[config.mk]
export PLATFORM = sky130hd
export DESIGN_NAME = trace_capture_ctrl
export DESIGN_NICKNAME = d
export VERILOG_FILES = /design/src/rtl/trace_capture_ctrl.sv
export SDC_FILE = /design/constraint.sdc
export NUM_CORES = 1
export LEC_CHECK = 0
export ABC_AREA = 1
export BUFFER_PORTS_ARGS = -buffer_cell sky130_fd_sc_hd__buf_2
export CORE_ASPECT_RATIO = 0.8
export CORE_MARGIN = 2
export CORE_UTILIZATION = 35
export CTS_CLUSTER_SIZE = 8
export DETAILED_ROUTE_END_ITERATION = 8
export GPL_ROUTABILITY_DRIVEN = 1
export RECOVER_POWER = 50
export SKIP_LAST_GASP = 1
export SLEW_MARGIN = 5
export SYNTH_ARGS = -nofsm -noshare
export SYNTH_HDL_FRONTEND = slang
export SYNTH_SLANG_ARGS = --single-unit
[constraint.sdc]
create_clock -name trace_clk -period 3 [get_ports trace_clk]
set_clock_uncertainty 0.05 [all_clocks]
set_input_delay 0.15 -clock trace_clk [delete_from_list [all_inputs] [get_ports trace_clk]]
set_output_delay 0.15 -clock trace_clk [all_outputs]
set_load 0.01 [all_outputs]
[src/rtl/trace_capture_ctrl.sv]
// Capture sequencer for the trace datapath: arm, wait for a trigger, gate FIFO
// writes during capture, and stop on event limit, FIFO overflow or abort.
module trace_capture_ctrl #(
  parameter int pCNT_WIDTH  = 16,
  parameter int pTRIG_PULSE = 8
) (
  input  logic                  trace_clk,
  input  logic                  reset_n,
  input  logic                  I_arm,
  input  logic                  I_abort,
  input  logic [1:0]            I_trig_mode,
  input  logic                  I_m3_trig,
  input  logic                  I_match_hit,
  input  logic [pCNT_WIDTH-1:0] I_max_events,
  input  logic                  I_event_valid,
  input  logic                  I_fifo_full,
  output logic                  O_fifo_wr,
  output logic                  O_armed,
  output logic                  O_capturing,
  output logic                  O_done,
  output logic                  O_overflow,
  output logic [pCNT_WIDTH-1:0] O_event_count,
  output logic                  O_trig_out,
  output logic [1:0]            O_dbg_state
);

  localparam int PW = $clog2(pTRIG_PULSE + 1);
  localparam logic [PW-1:0] PULSE_LOAD = PW'(pTRIG_PULSE);

  typedef enum logic [1:0] {S_IDLE, S_ARMED, S_CAPTURE, S_DONE} state_t;

  // Handshake: O_fifo_wr is a single-cycle write strobe; the FIFO accepts the
  // event whenever the strobe is high, which is only possible when not full.
  state_t                state_q, state_next;
  logic [pCNT_WIDTH-1:0] count_q, count_next, count_inc;
  logic                  overflow_q, overflow_next;
  logic                  m3_prev_q, m3_prev_next;
  logic [PW-1:0]         pulse_q, pulse_next;
  logic                  m3_edge, trig_hit;

  assign O_armed       = (state_q == S_ARMED);
  assign O_capturing   = (state_q == S_CAPTURE);
  assign O_done        = (state_q == S_DONE);
  assign O_overflow    = overflow_q;
  assign O_event_count = count_q;
  assign O_trig_out    = (pulse_q != '0);
  assign O_dbg_state   = state_q;
  assign O_fifo_wr     = I_event_valid & O_capturing & ~I_fifo_full;

  assign count_inc = (&count_q) ? count_q : count_q + 1'b1;
  assign m3_edge   = I_m3_trig & ~m3_prev_q;

  always_comb begin
    trig_hit = 1'b0;
    case (I_trig_mode)
      2'd0:    trig_hit = 1'b1;
      2'd1:    trig_hit = m3_edge;
      2'd2:    trig_hit = I_match_hit;
      default: trig_hit = m3_edge | I_match_hit;
    endcase
  end

  always_comb begin
    state_next    = state_q;
    count_next    = count_q;
    overflow_next = overflow_q;
    m3_prev_next  = m3_prev_q;
    pulse_next    = (pulse_q != '0) ? pulse_q - 1'b1 : pulse_q;
    case (state_q)
      S_IDLE, S_DONE: begin
        if (I_arm) begin
          state_next    = S_ARMED;
          count_next    = '0;
          overflow_next = 1'b0;
          m3_prev_next  = I_m3_trig;
        end
      end
      S_ARMED: begin
        m3_prev_next = I_m3_trig;
        if (I_abort) begin
          state_next = S_DONE;
        end else if (trig_hit) begin
          state_next = S_CAPTURE;
          // A pulse already in flight runs to completion and is not restarted.
          if (pulse_q == '0) pulse_next = PULSE_LOAD;
        end
      end
      S_CAPTURE: begin
        if (O_fifo_wr) count_next = count_inc;
        if (I_abort) state_next = S_DONE;
        if (O_fifo_wr && (I_max_events != '0) && (count_inc == I_max_events))
          state_next = S_DONE;
        if (I_event_valid && I_fifo_full) begin
          overflow_next = 1'b1;
          state_next    = S_DONE;
        end
      end
      default: state_next = S_IDLE;
    endcase
  end

  always_ff @(posedge trace_clk or negedge reset_n) begin
    if (!reset_n) begin
      state_q    <= S_IDLE;
      count_q    <= '0;
      overflow_q <= 1'b0;
      m3_prev_q  <= 1'b0;
      pulse_q    <= '0;
    end else begin
      state_q    <= state_next;
      count_q    <= count_next;
      overflow_q <= overflow_next;
      m3_prev_q  <= m3_prev_next;
      pulse_q    <= pulse_next;
    end
  end

endmodule

==> results.tsv <==
stage	metric	value	unit
sta	slew_violations	0	
layout	final-instance-count-excl-fill	451	
place	gp_congestion	0.900	
grt	grt_pass1_vias	1962	
clock_network	clkSinkCount	24	
sta	period_needed	2.50	ns
place	dp_hpwl	4750	um
critical_path	cp.required	3.12	ns
clock_network	post_cts_buffers	0	
job	max_cap_violations	0	
power_and_ir_drop	powerDensity	581	nW/um^2
layout	final_cell_mix	nand2_1, inv_1, nand3_1, buf_2, nor2_1	
power_and_ir_drop	peakVddDrop	0.000250	V
floorplan	rows	24	
routing	routed_wl	5860	um
grt	gr-total-overflow	0	
layout	antenna_cells	0	
logic_synthesis	avgSynthCellArea	6.37	sq um
layout	synthToLayoutAreaGrowth	19.6	%
grt	antenna_found_initial	0	
clock_network	ctsHoldBuffers	1	
hold_path	hold_class	in -> reg	
critical_path	path_class	reg -> reg	
place	port_buffers	49	
logic_synthesis	synth_edf_count	0	
routing	drt_iter0_drc	133	
logic_synthesis	synthCells	321	
grt	grt_use_total	19.3	%
critical_path	crit_path_end_kind	flip-flop	
sta	tns	0	ns
sta	worstMarginPinSlew	1.37	ns
sta	setup_viol	0	
logic_synthesis	syn_nets	353	
layout	drive_gt1_share	16.4	%
sta	hold_viol	0	
clock_network	path_clk_slew	0.09	ns
clock_network	cts-root-buf	clkbuf_8	
outcome	status	finished, final reports clean	
floorplan	fp.dieW	89.4	um
grt	grt_max_degree	25	
logic_synthesis	synth.yosys.warnings	0	
sta	min_period_over_period	83.3	%
place	dpl_cell_area	2380	sq um
floorplan	ios	50	
clock_network	h-tree-depth	1	
floorplan	start_util	36.8	%
floorplan	die_area	6470	sq um
sta	rsz0062_at_grt	false	
floorplan	core	5560	sq um
logic_synthesis	ys_seq_elements	24	
layout	final_area	2440	sq um
layout	final_common_cell	nand2_1	
routing	first_pass_iters	4	
place	post-place-cells	446	
sta	slew_headroom	8.79	%
logic_synthesis	seq_area_frac_synth	29.4	%
routing	viasPerCell	4.82	
logic_synthesis	async_flop_share	100	%
sta	max_freq	400	MHz
power_and_ir_drop	p_leak	1.34	nW
critical_path	crit_fanout	5	
clock_network	clock_latency	0.28	ns
layout	fillCellCount	593	
layout	num-nets-final	406	
routing	drc	0	
critical_path	critPathArrivalTime	2.62	ns
logic_synthesis	synth.distinct_cells	28	
clock_network	cts_tree	built	
clock_network	ctsLongestPathBuffers	2	
clock_network	cts_resized	0	
logic_synthesis	ys.flop_type	dfrtp_1	
critical_path	cp-start-kind	flip-flop	
logic_synthesis	synth_area	2040	sq um
grt	grt_pass1_wl	9540	um
routing	drtAntennaViolNets	0	
clock_network	cts_buffers	3	
routing	num_vias	2176	
routing	wl_per_cell	13.0	um
floorplan	dieHeight	72.3	um
-- layout make-up --
cell class / count / area, sq um / area share, %
multi-input cells: 237 / 1210 / 49.4
inverters: 56 / 213 / 8.70
flip-flops and latches: 24 / 601 / 24.6
well taps: 78 / 97.6 / 3.99
clock buffers: 3 / 41.3 / 1.69
clock inverters: 1 / 30.0 / 1.23
repair buffers: 52 / 254 / 10.4
-- through the flow --
step                      worst slack [ns]  power, mW  hold WS (ns)  utilization, %
after floorplan                      0.835      0.906        -0.196               -
after global placement               0.539       1.12         0.135            42.8
after detailed placement             0.567       1.13         0.126            42.8
after CTS                            0.522       1.43        0.0821            44.3
after global routing                 0.274       1.55         0.109            44.0
final                                0.500       1.42        0.0895            44.0
-- logic make-up after synthesis --
group,after synthesis,synth area share [%]
AO/OA/AOI/OAI,31,8.33
XOR/XNOR,8,4.16
adder cells (fa/ha/maj),6,3.67
buffers and inverters,60,11.5
flip-flops,24,29.4
AND/OR/NAND/NOR,192,42.9
-- state kept, by name (all words and copies together) (netlist names) --
| name | flops |
|---|---|
| m3_prev_q | 1 |
| O_overflow | 1 |
| O_event_count | 16 |
| pulse_q | 4 |
| O_dbg_state | 2 |
-- routing by layer --
layer / routed length (um) / GRT usage, % / up-vias / share of wire [%]
met3: 379 / 2.84 / 10 / 6.5
li1: - / - / 1114 / -
met1: 2960 / 29.4 / 996 / 51
met4: 95 / 5.97 / 0 / 1.6
met2: 2420 / 28.1 / 56 / 41
met5: 0 / 0 / - / 0
-- worst paths after layout --
path,endpoint,depth (start not counted),start,slack [ns]
max reg2reg,O_dbg_state[1],15,O_event_count[0],0.50
min in group asynchronous,O_event_count[14],2,reset_n,0.66
max,O_dbg_state[1],15,O_event_count[0],0.50
min,m3_prev_q,3,I_m3_trig,0.09
min reg2reg,O_overflow,2,O_overflow,0.46
max in group asynchronous,O_dbg_state[0],2,reset_n,1.44
-- cells in the mapped netlist, types with 3 or more instances --
cell type / n / area share, %
clkbuf_1: 3 / 0.55
nand3_1: 38 / 9.3
inv_1: 55 / 10
o22ai_1: 6 / 1.8
xor2_1: 5 / 2.1
ha_1: 6 / 3.7
nand2_1: 96 / 18
nor2_1: 32 / 5.9
nand3_2: 3 / 1.5
nand2_2: 4 / 1.2
o21ai_0: 18 / 4.4
dfrtp_1: 24 / 29
nand4_1: 7 / 2.1
a21oi_1: 4 / 0.98
-- power breakdown --
part	internal, mW	switching [mW]	total [mW]	leakage, nW
combinational	0.230	0.459	0.689	0.984
clock	0.179	0.117	0.296	0.0357
sequential	0.388	0.0461	0.434	0.319
-- critical path, stage by stage, from the launching register on --
cell     delay [ns]
dfrtp_1        0.46
ha_1           0.30
nand3_1        0.20
nor2_2         0.27
xor2_1         0.25
nand2_1        0.11
nand2_1        0.07
nand2_1        0.05
nor2_1         0.13
nand3_1        0.09
nor2_1         0.09
nand2_1        0.07
nand2_2        0.09
nand2_2        0.06
nand2_1        0.05
nand2_1        0.05
(Power assumes the default switching activity.)
